$ cat src/rtl/saes64_ksched_ctrl.sv
// saes64_ksched_ctrl
// AES-128 key-schedule sequencer driving one riscv_crypto_fu_saes64 unit.
// A start pulse loads the cipher key into rk[0..1]; the block then runs ten
// rounds of ks1/ks2/ks2 FU operations to fill rk[2..21]. With
// SAES64_KSCHED_DEC_EN defined it additionally builds the decryption key
// store dk[] (imix of rk[2..19], plain copies of rk[0,1,20,21]).
//
// Ports
//   g_clk, g_resetn        clock (rising edge), async active-low reset
//   start                  begin expansion (ignored unless idle)
//   key_lo, key_hi         cipher key bytes 0..7 / 8..15, little-endian
//   busy, done             expansion in progress / one-cycle completion pulse
//   rk_raddr, rk_rdec      key-store read index (0..21) and dk select
//   rk_rdata               combinational read data, 0 for index 22..31
//   fu_valid, fu_rs1/rs2   FU request and operands
//   fu_enc_rcon            ks1 round-constant index
//   fu_op_ks1/ks2/imix     one-hot FU op select
//   fu_rd, fu_ready        FU result and result-valid
//
// Build option: SAES64_KSCHED_DEC_EN enables the decryption key store.
//
// state | meaning
// ------+---------------------------------------------------------------
// IDLE  | waiting for start; store holds the last expansion
// KS1   | ks1 on rk[2r+1] with rcon r, result into t
// KS2L  | ks2(t, rk[2r]) -> rk[2r+2]
// KS2H  | ks2(rk[2r+2], rk[2r+1]) -> rk[2r+3], then next round
// IMIX  | imix(rk[i]) -> dk[i] for i = 2..19 (decryption build only)
// DONE  | one-cycle done pulse

module saes64_ksched_ctrl (
  input  logic        g_clk,
  input  logic        g_resetn,
  input  logic        start,
  input  logic [63:0] key_lo,
  input  logic [63:0] key_hi,
  output logic        busy,
  output logic        done,
  input  logic [4:0]  rk_raddr,
  input  logic        rk_rdec,
  output logic [63:0] rk_rdata,
  output logic        fu_valid,
  output logic [63:0] fu_rs1,
  output logic [63:0] fu_rs2,
  output logic [3:0]  fu_enc_rcon,
  output logic        fu_op_ks1,
  output logic        fu_op_ks2,
  output logic        fu_op_imix,
  input  logic [63:0] fu_rd,
  input  logic        fu_ready
);

  localparam logic [3:0] LAST_ROUND = 4'd9;
  localparam int         NKEYS      = 22;

  typedef enum logic [2:0] {
    S_IDLE = 3'd0,
    S_KS1  = 3'd1,
    S_KS2L = 3'd2,
    S_KS2H = 3'd3,
`ifdef SAES64_KSCHED_DEC_EN
    S_IMIX = 3'd4,
`endif
    S_DONE = 3'd5
  } state_e;

  state_e      state_q, state_d;
  logic [3:0]  r_q, r_d;
  logic [63:0] t_q, t_d;
  logic [63:0] rk_q [NKEYS];

  logic        rk_load;
  logic        rk_we;
  logic [4:0]  rk_wa;

  // Key-store indices for round r: lo/hi of the current key, lo/hi of the next.
  logic [4:0]  idx_lo, idx_hi, idx_nlo, idx_nhi;
  assign idx_lo  = {r_q, 1'b0};
  assign idx_hi  = {r_q, 1'b1};
  assign idx_nlo = idx_lo + 5'd2;
  assign idx_nhi = idx_lo + 5'd3;

`ifdef SAES64_KSCHED_DEC_EN
  logic [63:0] dk_q [NKEYS];
  logic [4:0]  i_q, i_d;
  logic        dk_we;
  logic        dk_copy;
`else
  logic        unused_rdec;
  assign unused_rdec = rk_rdec;
`endif

  always_comb begin
    state_d     = state_q;
    r_d         = r_q;
    t_d         = t_q;
    rk_load     = 1'b0;
    rk_we       = 1'b0;
    rk_wa       = 5'd0;
    busy        = 1'b0;
    done        = 1'b0;
    fu_valid    = 1'b0;
    fu_rs1      = 64'd0;
    fu_rs2      = 64'd0;
    fu_enc_rcon = 4'd0;
    fu_op_ks1   = 1'b0;
    fu_op_ks2   = 1'b0;
    fu_op_imix  = 1'b0;
`ifdef SAES64_KSCHED_DEC_EN
    i_d         = i_q;
    dk_we       = 1'b0;
    dk_copy     = 1'b0;
`endif
    case (state_q)
      S_IDLE: begin
        if (start) begin
          rk_load = 1'b1;
          r_d     = 4'd0;
          state_d = S_KS1;
        end
      end
      S_KS1: begin
        busy        = 1'b1;
        fu_valid    = 1'b1;
        fu_op_ks1   = 1'b1;
        fu_rs1      = rk_q[idx_hi];
        fu_enc_rcon = r_q;
        if (fu_ready) begin
          t_d     = fu_rd;
          state_d = S_KS2L;
        end
      end
      S_KS2L: begin
        busy      = 1'b1;
        fu_valid  = 1'b1;
        fu_op_ks2 = 1'b1;
        fu_rs1    = t_q;
        fu_rs2    = rk_q[idx_lo];
        if (fu_ready) begin
          rk_we   = 1'b1;
          rk_wa   = idx_nlo;
          state_d = S_KS2H;
        end
      end
      S_KS2H: begin
        busy      = 1'b1;
        fu_valid  = 1'b1;
        fu_op_ks2 = 1'b1;
        fu_rs1    = rk_q[idx_nlo];
        fu_rs2    = rk_q[idx_hi];
        if (fu_ready) begin
          rk_we = 1'b1;
          rk_wa = idx_nhi;
          if (r_q == LAST_ROUND) begin
`ifdef SAES64_KSCHED_DEC_EN
            i_d     = 5'd2;
            state_d = S_IMIX;
`else
            state_d = S_DONE;
`endif
          end else begin
            r_d     = r_q + 4'd1;
            state_d = S_KS1;
          end
        end
      end
`ifdef SAES64_KSCHED_DEC_EN
      S_IMIX: begin
        busy       = 1'b1;
        fu_valid   = 1'b1;
        fu_op_imix = 1'b1;
        fu_rs1     = rk_q[i_q];
        // Re-copying during FU wait cycles is harmless: rk is stable here.
        dk_copy    = (i_q == 5'd2);
        if (fu_ready) begin
          dk_we = 1'b1;
          if (i_q == 5'd19) begin
            state_d = S_DONE;
          end else begin
            i_d = i_q + 5'd1;
          end
        end
      end
`endif
      S_DONE: begin
        done    = 1'b1;
        state_d = S_IDLE;
      end
      default: state_d = S_IDLE;
    endcase
  end

  always_ff @(posedge g_clk or negedge g_resetn) begin
    if (!g_resetn) begin
      state_q <= S_IDLE;
      r_q     <= 4'd0;
      t_q     <= 64'd0;
    end else begin
      state_q <= state_d;
      r_q     <= r_d;
      t_q     <= t_d;
    end
  end

  always_ff @(posedge g_clk or negedge g_resetn) begin
    if (!g_resetn) begin
      for (int k = 0; k < NKEYS; k++) rk_q[k] <= 64'd0;
    end else begin
      if (rk_load) begin
        rk_q[0] <= key_lo;
        rk_q[1] <= key_hi;
      end
      if (rk_we) rk_q[rk_wa] <= fu_rd;
    end
  end

`ifdef SAES64_KSCHED_DEC_EN
  always_ff @(posedge g_clk or negedge g_resetn) begin
    if (!g_resetn) begin
      i_q <= 5'd0;
      for (int k = 0; k < NKEYS; k++) dk_q[k] <= 64'd0;
    end else begin
      i_q <= i_d;
      if (dk_copy) begin
        dk_q[0]  <= rk_q[0];
        dk_q[1]  <= rk_q[1];
        dk_q[20] <= rk_q[20];
        dk_q[21] <= rk_q[21];
      end
      if (dk_we) dk_q[i_q] <= fu_rd;
    end
  end
`endif

  always_comb begin
    rk_rdata = 64'd0;
    if (rk_raddr < 5'd22) begin
`ifdef SAES64_KSCHED_DEC_EN
      rk_rdata = rk_rdec ? dk_q[rk_raddr] : rk_q[rk_raddr];
`else
      rk_rdata = rk_q[rk_raddr];
`endif
    end
  end

endmodule

$ cat config.mk
export PLATFORM = sky130hd
export DESIGN_NAME = saes64_ksched_ctrl
export DESIGN_NICKNAME = d
export VERILOG_FILES = /design/src/rtl/saes64_ksched_ctrl.sv
export SDC_FILE = /design/constraint.sdc
export NUM_CORES = 2
export LEC_CHECK = 0
export CORE_AREA = 3 3 390 392
export CTS_CLUSTER_DIAMETER = 100
export DETAILED_ROUTE_END_ITERATION = 16
export DIE_AREA = 0 0 393 395
export GPL_ROUTABILITY_DRIVEN = 0
export PLACE_DENSITY = 0.86
export REMOVE_ABC_BUFFERS = 1
export SYNTH_ARGS = -nofsm -noshare
export SYNTH_HDL_FRONTEND = slang
export SYNTH_SLANG_ARGS = --single-unit
$ cat constraint.sdc
create_clock -name g_clk -period 5.1 [get_ports g_clk]
set_clock_uncertainty 0.15 [all_clocks]
set_input_delay 1.02 -clock g_clk [delete_from_list [all_inputs] [get_ports g_clk]]
set_output_delay 1.02 -clock g_clk [all_outputs]
set_load 0.01 [all_outputs]
-- Word-level counts from Yosys, hierarchy flattened
Index checks and enable logic that the tools add are counted.
- register bits: 1479
- bits of input ports: 202
- muxes and demuxes: 42
- add/sub/neg operators: 3
- equality and inequality tests: 10
- magnitude comparators: 7
- bitwise operators: 5
- reductions and logical operators: 8
- operators by type and width (kind ; number):
    $bwmux W1408 ; 1
    $mux W1408 ; 1
    $bmux W64 S5 ; 4
    $mux W64 ; 10
    $demux W64 S5 ; 1
    $pmux W64 S3 ; 1
    $mux W128 ; 1
    $pmux W64 S2 ; 1
    $ge A6 B6 Y1 const B ; 5
    $not A5 Y6 ; 5
    $mux W4 ; 4
    $mux W3 ; 5
    $pmux W3 S4 ; 1
    $add A5 B2 Y5 const B ; 2
    $mux W5 ; 2
    $ne A2 B2 Y1 const B ; 5
    $pmux W5 S2 ; 1
    $mux W1 ; 8
    $pmux W4 S2 ; 1
    $reduce_and A4 Y1 ; 2
    $eq A3 B2 Y1 const B ; 2
    $lt A6 B1 Y1 const B ; 1
    $lt A5 B5 Y1 const B ; 1
    $add A4 B1 Y4 const B ; 1
    9 further kinds ; 9

-- Logic depth before layout (Yosys ltp)
- depth after elaboration: 10
- depth in mapped cells: 12

-- Worst setup path before layout
No wires, ideal clock.
- kind: reg-to-output
- start: register r_q[1]
- end: output port fu_rs1[0]
- slack: 0.803 ns
- arrival time: 3.127 ns
- stages on the path, launching flop included: 13
- data required time: 3.930 ns
- path buffers: 6
- cells stage by stage: dfrtp_1 buf_2 buf_2 clkinv_1 buf_1 ha_1 buf_2 clkbuf_1 clkbuf_1 mux4_2 mux2_2 a32oi_1 o211ai_1
- word-level cells in the longest chain between the ends: 6
- ends and longest elaborated chain (what ; line ; source):
    start, declared ; 68 ; logic [3:0] r_q, r_d;
    start signal, assigned ; 200 ; r_q <= r_d;
    $add A5 B2 Y5 ; 80 ; assign idx_nlo = idx_lo + 5'd2;
    $not A5 Y6 (not written as such) ; 149 ; fu_rs1 = rk_q[idx_nlo];
    $bmux W64 S5 ; 149 ;
    $mux W64 (not written as such) (2 in a row) ; 149 ;
    $pmux W64 S3 * ; 114 ; case (state_q)
    end, declared ; 43 ; output logic [63:0] fu_rs1,
Mark *: on every way between the ends. The rest lies on a longest branch, timed or not. The select of a mux whose other input is x is not followed.

-- Worst setup path after layout
- start: register r_q[1]
- end: output port fu_rs1[28]
The elaborated chain is that of the path after synthesis.

==> results.toml <==
[synthesis]
synth_top_family_by_area = "multiplexers"
synth-adder-area-share = 0.000286
yosysTopAreaCell = "dfrtp_1"
synth-seq-cells = 1479
syn_area_sq_um = 87600
postSynthAreaPerCell_sq_um = 14.1
synth-simple-area-share = 0.0158
synth-edff-count = 0
yosysUniqueCellTypes = 61
synthFlopType = "dfrtp_1"
synth_compound_gate_area_share = 0.0792
yosysWarnings = 0
yosys-top-cells-area = "dfrtp_1 (42%), mux2_2 (23%), mux4_2 (16%)"
synthArstFlopShare = 1.00
ys_seq_area_frac = 0.422
syn_inst = 6203
synth_xor_area_frac = 0.000300
synth.area.mux_share = 0.438
synth_top_area_share = 0.422

[clock_tree]
insertion_delay_ns = 0.83
cts_buffers = 156
numClockSinks = 1479
path_clk_slew_ns = 0.06
h-tree-depth = 4
clock_path_buffers = 3
clock-root-buffer = "clkbuf_16"
cts_tree = "done"

[placed_design]
hpwlAfterDp_um = 175000
port_buffers = 401
placed_area_sq_um = 93900

[global_route]
overflow = 0
grt_pass1_wl_um = 449000
grt.busiest_layer = "met2"
grt_use_total = 0.392
grt_max_degree = 162
grt_pass1_vias = 67000
met1_usage = 0.497
met2_usage = 0.562
antenna_found_initial = 17
grtUsageMet3 = 0.150

[routing]
wl_per_cell_um = 36.9
drc_errors = 0
drt_iter0_drc = 10300
ant_nets = 0
drt_wl_total_um = 312000
viasPerCell = 7.84
drt_first_pass_iters = 8
dr_total_vias = 66100

[run_status]
outcome = "complete, but fails checks"
violations = "setup timing"

[cells_and_area]
layout_common_cells = "mux2_2 (1791), dfrtp_1 (1475), mux4_2 (617)"
n_fill_cell = 10000
area_growth_pct = 13.9
num-nets-final = 6572
design_area_sq_um = 99800
final_core_util = 0.669
final_common_cell = "mux2_2"
drive_above_1_share = 0.467

[timing]
rsz0062_at_grt = "true"
fin_crit_ns = 5.20
final_hold_viol_count = 0
tightest_slew_ns = 1.23
hold-worst-slack_ns = 0.359
setup_slack_ns = -0.0986
maxSlewHeadroom = 0.179
maxSlewViolCount = 0
fmax_ghz = 0.192
setup_viol = 5
period_share = 1.02

[critical_path]
cp.arrival_ns = 4.03
cp.required_ns = 3.93
critPathMaxFanout = 20
critPathLaunchType = "flip-flop"
slowest_delay_ns = 0.59
path_cells = "buf_12 > ha_4 > xor2_4 > buf_4 > mux2_2 > a32oi_1 > o211ai_1 > clkdlybuf4s50_1"
crit_slowest_cell = "clkdlybuf4s50_1"
path_class = "reg2out"
endpoint_kind = "output pin"
crit_family = "buffers and inverters"
path_buf_inv = 3

[power_and_ir_drop]
cellPowerDensity_nw_per_um2 = 577
leakage_nw = 42.5
peakVddDrop_uv = 514

[floorplanning]
fp.dieH_um = 395
num_rows = 142
die_area_sq_um = 155000
initial_core_util = 0.587
ios = 404
die_w_um = 393
fp.coreArea_sq_um = 149000

[run]
drv_cap = 0

[hold_path]
hold_class = "reg2reg"
logic make-up (layout without fill, tap and decap cells):
family | Yosys count | after routing
AO/OA/AOI/OAI | 895 | 895
XOR/XNOR | 3 | 3
adder cells (fa/ha/maj) | 2 | 2
buffers and inverters | 716 | 992
flip-flops | 1479 | 1479
multiplexers | 2835 | 2835
other | 1 | 14
AND/OR/NAND/NOR | 272 | 273
layer usage:
| layer | part of all wire | wire length (um) | vias up |
|---|---|---|---|
| li1 | - | - | 24700 |
| met1 | 0.34 | 106000 | 33400 |
| met2 | 0.43 | 134000 | 6193 |
| met3 | 0.15 | 46000 | 1822 |
| met4 | 0.081 | 25200 | 10 |
| met5 | 0.00020 | 62 | - |
worst reg2reg max path, delay by kind of cell (launching register included):
| family | cells | cell delay, ns |
|---|---|---|
| flip-flops | 1 | 0.59 |
| buffers and inverters | 2 | 0.74 |
| AO/OA/AOI/OAI | 1 | 0.59 |
| adder cells (fa/ha/maj) | 1 | 0.46 |
| AND/OR/NAND/NOR | 2 | 0.64 |
| multiplexers | 1 | 0.58 |
path summary, 6_finish.rpt:
check | endpoint | startpoint | slack (ns) | cells past startpoint
max | fu_rs1[28] | r_q[1]$_DFFE_PN0P_ | -0.1 | 8
min | t_q[60]$_DFFE_PN0P_ | t_q[60]$_DFFE_PN0P_ | 0.36 | 1
max reg2reg | flip-flop | r_q[0]$_DFFE_PN0P_ | 1.24 | 7
min reg2reg | t_q[60]$_DFFE_PN0P_ | t_q[60]$_DFFE_PN0P_ | 0.36 | 1
max in group asynchronous | async pin | g_resetn | 2.76 | 3
min in group asynchronous | async pin | g_resetn | 0.64 | 2
metrics by stage:
step / setup WS, ns / std cells / TNS [ns] / total power, mW
global placement: 0.183 / 8110 / 0 / 43.2
floorplan: -27.62 / 5495 / - / 31.6
CTS: -0.0259 / 8403 / -0.0719 / 56.1
finish: -0.0986 / 8437 / -0.200 / 57.6
global route: -0.139 / 8426 / -0.428 / 59.2
detailed placement: 0.189 / 8110 / 0 / 44.2
power breakdown:
part           switching, mW  internal, mW
clock network           4.88          6.55
registers               3.48          15.3
logic                   13.3          14.1
Yosys cell counts, drive strengths merged (39+ instances only):
master	count
mux2i	427
a22o	53
buf	382
o22ai	65
a21oi	92
a32oi	51
a221o	51
a22oi	72
a221oi	51
and2	66
o22a	39
mux4	617
nor2	124
o21ai	68
o211ai	109
a2bb2oi	51
dfrtp	1479
o2bb2ai	130
clkbuf	326
mux2	1791
timing repair:
item                                    4_1_cts  5_1_grt
gates cloned                                  4       12
setup buffers                                18        9
resized for setup                            18       26
endpoints found under the setup margin       99       66
endpoints found under the hold margin         3        0
hold buffers                                  1        0
pin swaps                                     1        7
layout make-up:
cell class | count | area [sq um] | area share
inverters | 8 | 37.5 | 0.000376
well taps | 1944 | 2430 | 0.0244
diodes | 13 | 32.5 | 0.000326
clock inverters | 34 | 369 | 0.00370
flip-flops and latches | 1479 | 37000 | 0.371
multi-input cells | 4009 | 47100 | 0.471
repair buffers | 714 | 8210 | 0.0822
clock buffers | 236 | 4670 | 0.0468
No activity file was read; power rests on OpenSTA's default activity.
